## src/rtl/seq_detect_pkg.sv

```systemverilog
// Shared definitions for the configurable serial pattern detector:
// FSM state encoding and default parameter values.
package seq_detect_pkg;

   typedef enum logic {
      ST_IDLE = 1'b0,
      ST_RUN  = 1'b1
   } state_t;

   localparam int DEF_PW = 8;
   localparam int DEF_LW = 4;
   localparam int DEF_CW = 8;

endpackage

```

## src/rtl/seq_match_counter.sv

```systemverilog
// Saturating up-counter for detected matches; CLR has priority over INC,
// and the count holds at all-ones instead of wrapping.
module seq_match_counter #(
   parameter int CW = 8
) (
   input  logic          CLK,
   input  logic          RST,
   input  logic          CLR,
   input  logic          INC,
   output logic [CW-1:0] CNT
);

   logic [CW-1:0] cnt_q;
   logic [CW-1:0] cnt_d;

   always_comb begin
      cnt_d = cnt_q;
      if (CLR) begin
         cnt_d = '0;
      end else if (INC && !(&cnt_q)) begin
         cnt_d = cnt_q + CW'(1);
      end
   end

   always_ff @(posedge CLK) begin
      if (RST) begin
         cnt_q <= '0;
      end else begin
         cnt_q <= cnt_d;
      end
   end

   assign CNT = cnt_q;

endmodule

```

## src/rtl/seq_detect_param.sv

```systemverilog
// Serial pattern detector with run-time pattern/length/overlap configuration,
// registered one-cycle match pulse and saturating match count.
module seq_detect_param
   import seq_detect_pkg::*;
#(
   parameter int PW = DEF_PW,
   parameter int LW = DEF_LW,
   parameter int CW = DEF_CW
) (
   input  logic          CLK,
   input  logic          RST,
   input  logic          IN,
   input  logic          IN_VALID,
   input  logic          CFG_LOAD,
   input  logic [PW-1:0] PATTERN,
   input  logic [LW-1:0] LEN,
   input  logic          OVERLAP,
   output logic          MATCH,
   output logic [CW-1:0] MATCH_CNT,
   output logic          ARMED,
   output logic          CFG_ERR
);

   localparam logic [LW-1:0] PW_L = LW'(PW);

   state_t        state_q, state_d;
   logic [PW-1:0] hist_q, hist_d;
   logic [LW-1:0] fill_q, fill_d;
   logic [PW-1:0] pat_q, pat_d;
   logic [LW-1:0] len_q, len_d;
   logic          ovl_q, ovl_d;
   logic          match_q, match_d;
   logic          err_q, err_d;

   logic [PW-1:0] mask;
   logic [PW-1:0] hist_nxt;
   logic [LW-1:0] fill_inc;
   logic          cfg_legal;
   logic          hit;
   logic          cnt_clr;

   // Only the low len_q bits of history and pattern take part in the compare.
   always_comb begin
      mask = '0;
      for (int i = 0; i < PW; i++) begin
         mask[i] = (i < int'(len_q));
      end
   end

   assign hist_nxt  = {hist_q[PW-2:0], IN};
   assign fill_inc  = (fill_q >= PW_L) ? PW_L : fill_q + LW'(1);
   assign cfg_legal = (LEN != '0) && (LEN <= PW_L);
   assign hit       = (((hist_nxt ^ pat_q) & mask) == '0) && (fill_inc >= len_q);

   always_comb begin
      state_d = state_q;
      hist_d  = hist_q;
      fill_d  = fill_q;
      pat_d   = pat_q;
      len_d   = len_q;
      ovl_d   = ovl_q;
      err_d   = err_q;
      match_d = 1'b0;
      cnt_clr = 1'b0;
      // A configuration load wins over a same-cycle sample, which is dropped.
      if (CFG_LOAD) begin
         cnt_clr = 1'b1;
         hist_d  = '0;
         fill_d  = '0;
         if (cfg_legal) begin
            pat_d   = PATTERN;
            len_d   = LEN;
            ovl_d   = OVERLAP;
            err_d   = 1'b0;
            state_d = ST_RUN;
         end else begin
            err_d   = 1'b1;
            state_d = ST_IDLE;
         end
      end else if (state_q == ST_RUN && IN_VALID) begin
         hist_d = hist_nxt;
         fill_d = fill_inc;
         if (hit) begin
            match_d = 1'b1;
            if (!ovl_q) begin
               fill_d = '0;
            end
         end
      end
   end

   always_ff @(posedge CLK) begin
      if (RST) begin
         state_q <= ST_IDLE;
         hist_q  <= '0;
         fill_q  <= '0;
         pat_q   <= '0;
         len_q   <= '0;
         ovl_q   <= 1'b0;
         match_q <= 1'b0;
         err_q   <= 1'b0;
      end else begin
         state_q <= state_d;
         hist_q  <= hist_d;
         fill_q  <= fill_d;
         pat_q   <= pat_d;
         len_q   <= len_d;
         ovl_q   <= ovl_d;
         match_q <= match_d;
         err_q   <= err_d;
      end
   end

   seq_match_counter #(
      .CW (CW)
   ) u_cnt (
      .CLK (CLK),
      .RST (RST),
      .CLR (cnt_clr),
      .INC (match_d),
      .CNT (MATCH_CNT)
   );

   assign MATCH   = match_q;
   assign ARMED   = (state_q == ST_RUN);
   assign CFG_ERR = err_q;

endmodule

```

## config.mk

```make
export PLATFORM = sky130hd
export DESIGN_NAME = seq_detect_param
export DESIGN_NICKNAME = d
export VERILOG_FILES = /design/src/rtl/seq_detect_pkg.sv /design/src/rtl/seq_match_counter.sv /design/src/rtl/seq_detect_param.sv
export SDC_FILE = /design/constraint.sdc
export NUM_CORES = 1
export LEC_CHECK = 0
export BUFFER_PORTS_ARGS = -buffer_cell sky130_fd_sc_hd__buf_2
export CAP_MARGIN = 20
export CORE_UTILIZATION = 25
export CTS_CLUSTER_DIAMETER = 40
export DETAILED_ROUTE_END_ITERATION = 12
export GPL_TIMING_DRIVEN = 1
export HOLD_SLACK_MARGIN = 0.03
export PLACE_DENSITY = 0.53
export SETUP_SLACK_MARGIN = 0.15
export SKIP_CTS_REPAIR_TIMING = 1
export SYNTH_ARGS = -nofsm -noshare
export SYNTH_HDL_FRONTEND = slang
export SYNTH_SLANG_ARGS = --single-unit
```

## constraint.sdc

```tcl
create_clock -name CLK -period 3 [get_ports CLK]
set_input_delay 0.6 -clock CLK [delete_from_list [all_inputs] [get_ports CLK]]
set_output_delay 0.6 -clock CLK [all_outputs]
set_load 0.005 [all_outputs]
```

==> flow_summary.json <==
{
  "worstMarginPinSlew_ps": 736,
  "dp_hpwl_um": 2760,
  "die_w_um": 85.0,
  "grt.total_usage_pct": 11.4,
  "setup_viol": 0,
  "root_buffer": "clkbuf_8",
  "dieArea_mm2": 0.00722,
  "fin_worst_skew_ps": 7.40,
  "drt-total-wl_um": 3790,
  "yosysWarnings": 0,
  "p_leak_nw": 0.821,
  "timing.fmax_mhz": 382,
  "setup_tns_ps": 0,
  "cts_tree": "done",
  "synthCells": 196,
  "synth_cell_type_count": 41,
  "first_pass_iters": 4,
  "finalHoldViolations": 0,
  "wl_per_cell_um": 12.7,
  "cp_max_fo": 12,
  "ir_drop_mv": 0.237,
  "rr_worst_depth": 8,
  "syn_area_mm2": 0.00172,
  "io_buffer_count": 28,
  "area.growth.synth_to_final_pct": 17.4,
  "ys_seq_area_share_pct": 40.7,
  "power.density_mw_per_mm2": 497,
  "cts_buffer_depth": 2,
  "clk_pin_slew_ps": 80,
  "cts_buffers": 5,
  "slew_headroom_pct": 50.8,
  "rows": 29,
  "fp.dieH_um": 85.0,
  "cp-endpoint": "u_cnt.CNT[3]",
  "start_util_pct": 26.5,
  "crit_arrival_ps": 2840,
  "syn-num-nets": 219,
  "cp-start-kind": "flop",
  "first_iter_violations": 118,
  "status": "finished clean",
  "path_class": "reg -> reg",
  "finalWeightedCongestion": 0.796,
  "fin_crit_ps": 2620,
  "grt_first_pass_wirelength_um": 6570,
  "coreArea_mm2": 0.00649,
  "synth-seq-cells": 35,
  "total_power_mw": 1.00,
  "r2r_slack_ps": 380,
  "diodes": 0,
  "grt_max_degree": 20,
  "maxCapViolCount": 0,
  "grt_pass1_vias": 1347,
  "critPathCaptureType": "flop",
  "r2r_start": "fill_q[0]",
  "fin_crit_sh_pct": 87.3,
  "antenna_left": 0,
  "io_pins": 29,
  "drive_gt1_share_pct": 18.9,
  "overflow": 0,
  "vias_per_cell": 4.87,
  "dr_total_vias": 1457,
  "synth_area_per_cell_um2": 8.78,
  "maxSlewViolCount": 0,
  "hp-class": "reg -> reg",
  "h-tree-depth": 2,
  "cts_sinks": 35,
  "r2r-end": "u_cnt.CNT[3]",
  "antenna_found_initial": 0,
  "drc_errors": 0,
  "grt_setup_unrepaired": "false",
  "cp_data_required_time_ps": 3220,
  "clk_latency_ps": 280,
  "crit_start": "fill_q[0]",
  "nets": 244
}
registers in the layout, indices dropped and copies added, names as in the netlist:
name       count
pat_q          8
len_q          4
ovl_q          1
u_cnt.CNT      8
hist_q         7
MATCH          1
ARMED          1
fill_q         4
CFG_ERR        1
routing by layer:
metal	GRT usage (%)	wire length (um)	vias to the layer above
met3	2.72	141	2
met2	18.0	1740	30
met4	3.24	29	0
li1	-	-	749
met1	15.5	1870	676
met5	0	0	-
synth_stat cells:
cell       n  area share, %
nor2_1    16            3.5
or4_4      1           0.65
or3_1      4            1.5
ha_1       5            3.6
a311oi_1   1           0.51
a41o_1     1           0.58
and4_1     2            1.0
buf_6      2            1.3
nor4b_2    1           0.87
o31ai_1    4            1.7
dfxtp_1   35             41
o22a_1     1           0.51
clkbuf_1   8            1.7
nor4b_1    1           0.51
mux2i_1   14            8.1
and3_1     2           0.73
a21oi_1   20            5.8
nand4_1    1           0.36
or4_1      4            1.7
a31o_2     1           0.51
nand3_1    4            1.2
nor3_1     2           0.58
nor2b_1    1           0.36
nor4_1     3            1.1
a41oi_1    2            1.0
and2_1     3            1.1
xor2_1     4            2.0
maj3_1     1           0.58
nand2b_1   4            1.5
o21ai_0    3           0.87
a211oi_1   2           0.87
inv_1      5            1.1
nand2_1   23            5.0
o22ai_1    1           0.36
nand3b_1   2           0.87
a211o_1    1           0.51
or2_2      2           0.73
xnor2_1    6            3.1
a222oi_1   1           0.58
buf_1      1           0.22
nor3b_1    1           0.44
final cells by class:
cell class,instances,area [um^2]
Clock inverter,3,43.8
Fill cell,707,4470
Timing Repair Buffer,29,148
Sequential cell,35,701
Tap cell,77,96.3
Multi-Input combinational cell,145,946
Clock buffer,5,68.8
Inverter,5,18.8
metrics by stage:
stage | util [%] | area [um^2] | std cells | hold WS, ps | setup slack, ps
after floorplan | - | 1720 | 196 | 448 | 449
after global placement | 29.4 | 1910 | 291 | 455 | 436
after detailed placement | 29.4 | 1910 | 291 | 471 | 397
after CTS | 31.1 | 2020 | 299 | 488 | 380
after global routing | 31.1 | 2020 | 299 | 510 | 234
final | 31.1 | 2020 | 299 | 483 | 381
kinds of logic after synthesis:
kind of cell	synth area share, %
buffers and inverters	4.36
AO/OA/AOI/OAI	13.9
XOR/XNOR	5.09
adder cells (fa/ha/maj)	4.22
flip-flops	40.7
AND/OR/NAND/NOR	23.6
multiplexers	8.14
layout by cell type, fill, tap and decap left out, types with 5 or more instances in the layout:
cell / netlist / final
dfxtp_1: 35 / 35
buf_2: 0 / 28
nand2_1: 23 / 23
a21oi_1: 20 / 20
nor2_1: 16 / 16
mux2i_1: 14 / 14
xnor2_1: 6 / 6
inv_1: 5 / 5
ha_1: 5 / 5
clkbuf_8: 0 / 5
worst min path at each step:
stage	end	cells past startpoint	slack, ps	from
after floorplan	hist_q[6]	2	450	hist_q[6]
after global placement	hist_q[6]	2	450	hist_q[6]
after detailed placement	hist_q[6]	2	470	hist_q[6]
after CTS	hist_q[2]	2	490	hist_q[1]
after global routing	hist_q[1]	2	510	hist_q[1]
final	hist_q[6]	2	480	hist_q[6]
where the power goes:
part           internal (mW)  switching [mW]  leakage [nW]
logic                 0.0405          0.0499         0.479
registers              0.476          0.0116         0.284
clock network          0.247           0.179        0.0581
critical path: stages, from the launching register on:
cell and delay (ps):
dfxtp_1 350, or2_2 320, ha_1 270, nand2b_1 100, maj3_1 140, a311oi_1 130
or4_4 610, or4_1 490, a21oi_1 150
No activity file was read; power rests on OpenSTA's default activity.
